--- src/rtl/data_ram_sized_if.sv ---
// Request/response bundle between the datapath and the data memory.
interface data_ram_sized_if;
    logic        Request;
    logic        WriteSignal;
    logic [1:0]  Size;
    logic        Unsigned;
    logic [31:0] Address;
    logic [31:0] WriteData;
    logic        Ready;
    logic        ReadValid;
    logic [31:0] ReadData;
    logic        Fault;
    logic [1:0]  FaultCode;

    modport master (
        output Request, WriteSignal, Size, Unsigned, Address, WriteData,
        input  Ready, ReadValid, ReadData, Fault, FaultCode
    );

    modport slave (
        input  Request, WriteSignal, Size, Unsigned, Address, WriteData,
        output Ready, ReadValid, ReadData, Fault, FaultCode
    );
endinterface

--- src/rtl/data_ram_sized.sv ---
// Byte-addressed MIPS data memory: byte/half/word loads and stores, post-reset clear,
// one-cycle load latency and fault reporting for misaligned/out-of-range/illegal accesses.
module data_ram_sized #(
    parameter int unsigned DEPTH_WORDS    = 128,
    parameter logic [31:0] BASE_ADDR      = '0,
    parameter bit          CLEAR_ON_RESET = 1'b1
) (
    input logic             ClockInput,
    input logic             ResetInput,
    data_ram_sized_if.slave bus
);
    localparam int unsigned AW = $clog2(DEPTH_WORDS);

    typedef enum logic {CLEAR, IDLE} state_t;

    state_t          state_q, state_d;
    logic [AW-1:0]   clear_idx;
    logic [31:0]     mem [DEPTH_WORDS];

    logic            ready;
    logic            accept;
    logic            borrow;
    logic [31:0]     off;
    logic [AW-1:0]   word;
    logic [1:0]      lane;
    logic [1:0]      fcode;
    logic [3:0]      be;
    logic [31:0]     wrep;
    logic [31:0]     rword;
    logic [7:0]      rbyte;
    logic [15:0]     rhalf;
    logic [31:0]     ldata;

    assign ready     = (state_q == IDLE);
    assign bus.Ready = ready;
    assign accept    = bus.Request && ready;

    always_comb begin
        state_d = state_q;
        if (state_q == CLEAR && (!CLEAR_ON_RESET || clear_idx == AW'(DEPTH_WORDS - 1)))
            state_d = IDLE;
    end

    always_ff @(posedge ClockInput) begin
        if (!ResetInput) begin
            state_q   <= CLEAR;
            clear_idx <= '0;
        end else begin
            state_q <= state_d;
            if (state_q == CLEAR)
                clear_idx <= clear_idx + 1'b1;
        end
    end

    // 33-bit subtract: the borrow flags addresses below the base without a constant compare
    always_comb begin
        {borrow, off} = {1'b0, bus.Address} - {1'b0, BASE_ADDR};
        word  = off[AW+1:2];
        lane  = off[1:0];
        fcode = 2'd0;
        if (bus.Size == 2'd3)
            fcode = 2'd3;
        else if (borrow || off >= 32'(4 * DEPTH_WORDS))
            fcode = 2'd2;
        else if ((bus.Size == 2'd1 && lane[0]) || (bus.Size == 2'd2 && lane != 2'd0))
            fcode = 2'd1;
    end

    // Store data is replicated across lanes so only the byte enables depend on the lane
    always_comb begin
        case (bus.Size)
            2'd0: begin
                be   = 4'b0001 << lane;
                wrep = {4{bus.WriteData[7:0]}};
            end
            2'd1: begin
                be   = 4'b0011 << lane;
                wrep = {2{bus.WriteData[15:0]}};
            end
            default: begin
                be   = 4'b1111;
                wrep = bus.WriteData;
            end
        endcase
    end

    always_comb begin
        rword = mem[word];
        rbyte = rword[{lane, 3'b000} +: 8];
        rhalf = lane[1] ? rword[31:16] : rword[15:0];
        case (bus.Size)
            2'd0:    ldata = {{24{rbyte[7] & ~bus.Unsigned}}, rbyte};
            2'd1:    ldata = {{16{rhalf[15] & ~bus.Unsigned}}, rhalf};
            default: ldata = rword;
        endcase
    end

    always_ff @(posedge ClockInput) begin
        if (ResetInput) begin
            if (state_q == CLEAR && CLEAR_ON_RESET) begin
                mem[clear_idx] <= '0;
            end else if (accept && bus.WriteSignal && fcode == 2'd0) begin
                for (int unsigned i = 0; i < 4; i++)
                    if (be[i])
                        mem[word][8*i +: 8] <= wrep[8*i +: 8];
            end
        end
    end

    always_ff @(posedge ClockInput) begin
        if (!ResetInput) begin
            bus.ReadValid <= 1'b0;
            bus.ReadData  <= '0;
            bus.Fault     <= 1'b0;
            bus.FaultCode <= 2'd0;
        end else begin
            bus.ReadValid <= 1'b0;
            bus.Fault     <= 1'b0;
            if (accept) begin
                if (fcode != 2'd0) begin
                    bus.Fault     <= 1'b1;
                    bus.FaultCode <= fcode;
                    if (!bus.WriteSignal) begin
                        bus.ReadValid <= 1'b1;
                        bus.ReadData  <= '0;
                    end
                end else if (!bus.WriteSignal) begin
                    bus.ReadValid <= 1'b1;
                    bus.ReadData  <= ldata;
                end
            end
        end
    end
endmodule
--- src/flat_wrapper.sv ---
// flat-port wrapper written by rule: the top's interface ports become plain ports
module data_ram_sized_flat 
#(
    parameter int unsigned DEPTH_WORDS    = 128,
    parameter logic [31:0] BASE_ADDR      = '0,
    parameter bit          CLEAR_ON_RESET = 1'b1
)
  (ClockInput, ResetInput, bus_Request, bus_WriteSignal, bus_Size, bus_Unsigned, bus_Address, bus_WriteData, bus_Ready, bus_ReadValid, bus_ReadData, bus_Fault, bus_FaultCode);
  data_ram_sized_if bus_i ();
  input logic ClockInput;
  input logic ResetInput;
  input wire logic [$bits(bus_i.Request)-1:0] bus_Request;
  input wire logic [$bits(bus_i.WriteSignal)-1:0] bus_WriteSignal;
  input wire logic [$bits(bus_i.Size)-1:0] bus_Size;
  input wire logic [$bits(bus_i.Unsigned)-1:0] bus_Unsigned;
  input wire logic [$bits(bus_i.Address)-1:0] bus_Address;
  input wire logic [$bits(bus_i.WriteData)-1:0] bus_WriteData;
  output wire logic [$bits(bus_i.Ready)-1:0] bus_Ready;
  output wire logic [$bits(bus_i.ReadValid)-1:0] bus_ReadValid;
  output wire logic [$bits(bus_i.ReadData)-1:0] bus_ReadData;
  output wire logic [$bits(bus_i.Fault)-1:0] bus_Fault;
  output wire logic [$bits(bus_i.FaultCode)-1:0] bus_FaultCode;
  assign bus_i.Request = bus_Request;
  assign bus_i.WriteSignal = bus_WriteSignal;
  assign bus_i.Size = bus_Size;
  assign bus_i.Unsigned = bus_Unsigned;
  assign bus_i.Address = bus_Address;
  assign bus_i.WriteData = bus_WriteData;
  assign bus_Ready = bus_i.Ready;
  assign bus_ReadValid = bus_i.ReadValid;
  assign bus_ReadData = bus_i.ReadData;
  assign bus_Fault = bus_i.Fault;
  assign bus_FaultCode = bus_i.FaultCode;
  data_ram_sized #(.DEPTH_WORDS(DEPTH_WORDS), .BASE_ADDR(BASE_ADDR), .CLEAR_ON_RESET(CLEAR_ON_RESET)) u_core (.ClockInput(ClockInput), .ResetInput(ResetInput), .bus(bus_i));
endmodule
--- config.mk ---
export PLATFORM = sky130hd
export DESIGN_NAME = data_ram_sized_flat
export DESIGN_NICKNAME = d
export VERILOG_FILES = /design/src/rtl/data_ram_sized_if.sv /design/src/rtl/data_ram_sized.sv /design/src/flat_wrapper.sv
export SDC_FILE = /design/constraint.sdc
export NUM_CORES = 2
export LEC_CHECK = 0
export CAP_MARGIN = 10
export CORE_MARGIN = 2
export CORE_UTILIZATION = 35
export CTS_CLUSTER_DIAMETER = 120
export DETAILED_ROUTE_END_ITERATION = 10
export PLACE_DENSITY_LB_ADDON = 0.15
export REMOVE_ABC_BUFFERS = 1
export SLEW_MARGIN = 10
export SYNTH_ARGS = -nofsm -noshare
export SYNTH_HDL_FRONTEND = slang
export SYNTH_SLANG_ARGS = --single-unit
export TNS_END_PERCENT = 10
--- constraint.sdc ---
create_clock -name ClockInput -period 14.1 [get_ports ClockInput]
set_clock_uncertainty 0.15 [all_clocks]
set_input_delay 2.82 -clock ClockInput [delete_from_list [all_inputs] [get_ports ClockInput]]
set_output_delay 2.82 -clock ClockInput [all_outputs]
set_load 0.01 [all_outputs]
# After elaboration in Yosys (flattened, before gate mapping)
# Memories as Yosys holds them, arrays and structs flattened.
# Cells that the tools add are included.
[totals] word_cells=74 register_bits=44 out_inout_bits=37 memories=1 ram_bits=4096
[memory_table] name="u_core.mem" words=128 word_bits=32 read_ports=1 rd_clocked_by_memory_dff=0 wr=1 line="data_ram_sized.sv:18" text="logic [31:0] mem [DEPTH_WORDS];"
[classes] n_bitwise=5 shift=3 eq_ne=4 add_sub_neg=1 n_lt_le_gt_ge=1 mux=38 n_reduce_logical=15
[ops] op="$mux 32" n=4
[ops] op="$pmux 32 s2" n=2
[ops] op="$ge 32x10->1 const B" n=1
[ops] op="$reduce_or 32->1" n=1
[ops] op="$shiftx 32x6->8" n=1
[ops] op="$mux 1" n=26
[ops] op="$mux 16" n=1
[ops] op="$pmux 4 s2" n=1
[ops] op="$add 7x1->7 const B" n=1
[ops] op="$eq 7x7->1 const B" n=1
[ops] op="$mux 7" n=1
[ops] op="$logic_and 1x1->1" n=6
[ops] op="$reduce_and 2->1" n=3
[ops] op="$eq 2x2->1 const B" n=2
[ops] op="$logic_not 2->1" n=2
[ops] op="$mux 2" n=2
[ops] op="$mux 4" n=1
[ops] op="$reduce_bool 2->1" n=2
[ops] op="$shl 1x2->4 const A" n=1
[ops] op="$shl 2x2->4 const A" n=1
[ops] op="$not 1->1" n=3
[ops] op="$and 1x1->1" n=2
[ops] op="$eq 2x1->1 const B" n=1
[ops] op="$logic_or 1x1->1" n=1

# Logic depth before layout (Yosys ltp)
[logic_depth] depth_word=14 depth_mapped=18 ltp_nobuf=9

# Least setup slack after synthesis
# No wires, ideal clock.
[synth_timing] path_kind="in2reg" startpoint="input port bus_Address[1]" endpoint="memory u_core.mem[0][12], data pin" path_buffers=4 stages=10 setup_slack_ns=5.248 arrival_ns=7.812 path_cell_list="clkbuf_1 > nor2_1 > nor3_1 > a31oi_1 > and3_1 > clkbuf_1 > nand4_1 > clkbuf_1 > buf_1 > a21oi_1"
[synth_via] elab_chain_cells=14 elab_cells_between_ends=34
[synth_lines] element="start, declared" line="flat_wrapper.sv:16" text="input wire logic [$bits(bus_i.Address)-1:0] bus_Address;"
[synth_lines] element="branches (longest 12 deep; another with $ge 32x10->1)"
[synth_lines] element="$reduce_or 32->1 (no line) *"
[synth_lines] element="$mux 32 (no line) *"
[synth_lines] element="end, declared" line="data_ram_sized.sv:18"
# Mark *: on every way between the ends.

# Worst setup path after layout
[layout_timing] startpoint="input port bus_Address[2]" endpoint="register u_core.bus.ReadData[11]"
[layout_via] elab_chain_cells=6 elab_cells_between_ends=11
[layout_lines] element="$mem_v2 128x32"
[layout_lines] element="$shiftx 32x6->8" line="data_ram_sized.sv:89" text="rbyte = rword[{lane, 3'b000} +: 8];"
[layout_lines] element="$and 1x1->1" line="data_ram_sized.sv:92" text="2'd0: ldata = {{24{rbyte[7] & ~bus.Unsigned}}, rbyte};"
[layout_lines] element="$pmux 32 s2" line="data_ram_sized.sv:91" text="case (bus.Size)"
[layout_lines] element="$mux 32" line="data_ram_sized.sv:127" text="end else if (!bus.WriteSignal) begin"
[layout_lines] element="$mux 32 *" line="data_ram_sized.sv:120" text="if (fcode != 2'd0) begin"
[layout_lines] element="end signal, assigned" line="data_ram_sized.sv:129" text="bus.ReadData <= ldata;"
[layout_lines] element="end, declared" line="data_ram_sized_if.sv:22" text="output Ready, ReadValid, ReadData, Fault, FaultCode"
# Every way passes the cells marked *; elsewhere a longest branch is shown, timed or not. The select of a mux whose other input is x is not followed.
# A chain may end at the register's enable or synchronous reset.

==> impl_results.md <==
- Worst path bufs/invs: 3
- Worst-Skew Late Latency: 1.00 ns
- First-pass GRT wire length: 716200 um
- Min Tclk post-route: 8.430 ns
- Post-DRT Antenna Nets: 0
- Post_cts resized: 0
- Fmax: 0.1186 GHz
- Yosys warning count: 0
- Cells after DPL: 13670
- Critical Path AT: 9.14 ns
- Layout area overhead: 13.80%
- Clk slew on worst S/H paths: 0.06 ns
- WL per Instance: 36.29 um
- Clk Tree Root Cell: clkbuf_16
- Ratio of cells with drive above 1 in the final layout: 23.58%
- Initial antenna violation count: 35
- GRT Util Overall: 21.92%
- Pin count of the biggest net entering global routing: 129
- CP max stage delay: 0.98 ns
- Die width: 684.4 um
- Startpoint Class: primary input
- Crit-path cells: buf_16, buf_4, buf_4, mux4_2, a221o_1, o21ai_0, a31oi_1, o41ai_4, nand2b_1, o211ai_1
- IO buf count: 107
- Vias per cell: 5.655
- CTS tree: yes
- Simple-gate share of the synthesized area: 3.023%
- Cell variety after synth: 76
- Maximum VDD drop: 0.0001047 V
- Synth top area share: 75.92%
- Total Nets Final: 8022
- Fin crit share: 59.79%
- GPL Wtd Cong: 0.8748
- Outcome: finished, final reports clean
- Most Crowded Layer GR: met2
- Hpwl dp: 330700 um
- P per Cell Area: 139.2 mW/mm^2
- Initial Util: 35.19%
- Post-CTS setup buffer count: 0
- Total of max-cap violations: 0
- Fin. Hold Viols: 0
- Die Y: 684.4 um
- Final Instance Area: 0.1844 mm^2
- DP Area: 0.1703 mm^2
- Cts hold-fix bufs: 0
- CP delay by family, top: compound AO/OA/AOI/OAI gates
- Core ar.: 0.4605 mm^2
- Starting DRT DRC Count: 10340
- WS Path Type: in -> reg
- Final Instance Count excl. Fillers: 14470
- Max-slew headroom: 13.52%
- Worst Path Required: 14.81 ns
- Leakage: 51.74 nW
- Vias in the first global route: 81970
- Compound-gate portion of the synthesized area: 2.340%
- Adder-cell share of the synthesized area: 0.007723%
- Most common cell after layout, fill and taps aside: edfxtp_1
- H-tree levels: 5
- Synth area leaders: edfxtp_1 (76%), mux4_2 (14%), mux2i_1 (2.5%)
- CTS Buf Count: 426
- DRT Pass-1 Iters: 5
- DRT Wirelength: 524900 um
- Top_reg_cell synth: edfxtp_1
- Post-Synthesis Cells: 7715
- GRT overflow: 0
- Sequential area share after synthesis: 76.46%
- Setup Viol. Count Final: 0
- Met1 GRT Util: 30.45%
- Slowest CP cell: o21ai_0
- FP Rows: 249
- RSZ-0062 raised after global routing: no
- Setup TNS: 0 ns
- Residual DRC: 0
- Met3 Resource Use GR: 3.554%
- Clk sinks: 4140
- Via count: 81800
- Post-Syn Area: 0.1620 mm^2
- Fillers: 40700
- Most used cell, CP: buf_4
- Synth Area in XOR/XNOR: 0.02703%
- CP max FO: 59
- Die area: 0.4684 mm^2
- Number of synthesized flops with an enable pin: 4096
- IO Count: 108
- Most frequent cells in the layout: edfxtp_1 (4096), mux4_2 (996), nor2_1 (571)
- Worst Tran Pin Value: 1.284 ns
- CTS max path bufs: 4
- Hold Crit Class: reg -> reg
- Synthesized flop and latch total: 4140
- Slew Viols, Final: 0
- Largest family of logic cells by synthesized area: multiplexers
- Avg Synthesized Cell Area: 21.00 um^2
- Mux contribution to synthesized area: 16.54%
- Met2 Use GR: 35.36%
- Cell taking the most area after synthesis: edfxtp_1
- Async SR Flop Fraction: 0%
- Worst setup EP type: flop
## worst register-to-register path, cell delays in order (launching register included)
cell and delay (ns):
dfxtp_1 0.61, and2_1 0.28, nand4_1 0.53, buf_4 0.61, o31ai_2 0.92, nand2_2 0.93, nor2_1 0.94
## per-layer routing
metal / up-vias / wire, um
li1: 32630 / -
met1: 44730 / 220300
met2: 3756 / 250300
met3: 683 / 35710
met4: 8 / 18490
met5: - / 47
## through the flow
| stage | util (%) | power (mW) | hold slack (ns) | worst slack (ns) |
|---|---|---|---|---|
| floorplan | - | 13.89 | 0.3327 | 4.486 |
| global placement | 36.97 | 14.43 | 0.3862 | 4.774 |
| detailed placement | 36.97 | 14.43 | 0.4120 | 4.723 |
| CTS | 40.03 | 25.83 | 0.4257 | 5.771 |
| global route | 40.04 | 26.31 | 0.4540 | 5.519 |
| finish | 40.04 | 25.66 | 0.4232 | 5.670 |
## report_power, final
| part | switching [mW] | total (mW) | internal (mW) |
|---|---|---|---|
| Combinational | 0.572 | 0.820 | 0.248 |
| Clock | 4.84 | 11.5 | 6.66 |
| Sequential | 0.00952 | 13.3 | 13.3 |
| Total | 5.42 | 25.7 | 20.2 |
## synth_stat cells (15+ instances only)
cell type  number
buf_6          49
nand2_1       217
and2_1         26
nand4_1        25
o2111ai_1      18
a211oi_1       18
o22ai_1        20
o21ai_0        62
a21oi_1        77
buf_1          36
nor2b_1        45
nor2_1        598
nand3_1        96
a31oi_1        36
o211ai_1       23
a311oi_1       17
o31ai_1        18
edfxtp_1     4096
mux2i_1       403
dfxtp_1        44
buf_2         102
and3_1         35
a22oi_1       159
clkbuf_1      232
mux4_2        996
buf_4          56
a22o_1         15
## cell type report
cell class                 instances  area [um^2]  share of cell area (%)
antenna                           11        27.53                 0.01493
clock buffer                     494        11110                   6.024
clock inverter                   289         2988                   1.621
inverter                          12        45.04                 0.02443
multi-input combinational       3084        36060                   19.56
sequential                      4140       123900                   67.19
tap                             6149         7694                   4.173
timing repair buffer             286         2577                   1.398
## cell families after synthesis
group | after synthesis
buf+inv | 491
xor+xnor | 5
simple gates | 1122
flops | 4140
fa+ha+maj | 1
mux | 1418
compound gates | 538
## registers in the layout (all words and copies together) (netlist names)
signal	cells
u_core.mem	4096
u_core.bus.ReadData	32
u_core.clear_idx	7
u_core.bus.FaultCode	2
u_core.bus.Fault	1
u_core.bus.ReadValid	1
u_core.bus.Ready	1
## final timing paths
path	startpoint	endpoint	slack, ns	cells past startpoint
worst min-delay path	u_core.clear_idx[5]	u_core.clear_idx[5]	0.42	2
worst max-delay path	bus_Address[2]	u_core.bus.ReadData[11]	5.67	10
worst max register to register	u_core.bus.Ready	u_core.mem[95][12]	8.80	6
worst min register to register	u_core.clear_idx[5]	u_core.clear_idx[5]	0.42	2
No activity file was read; power rests on OpenSTA's default activity.
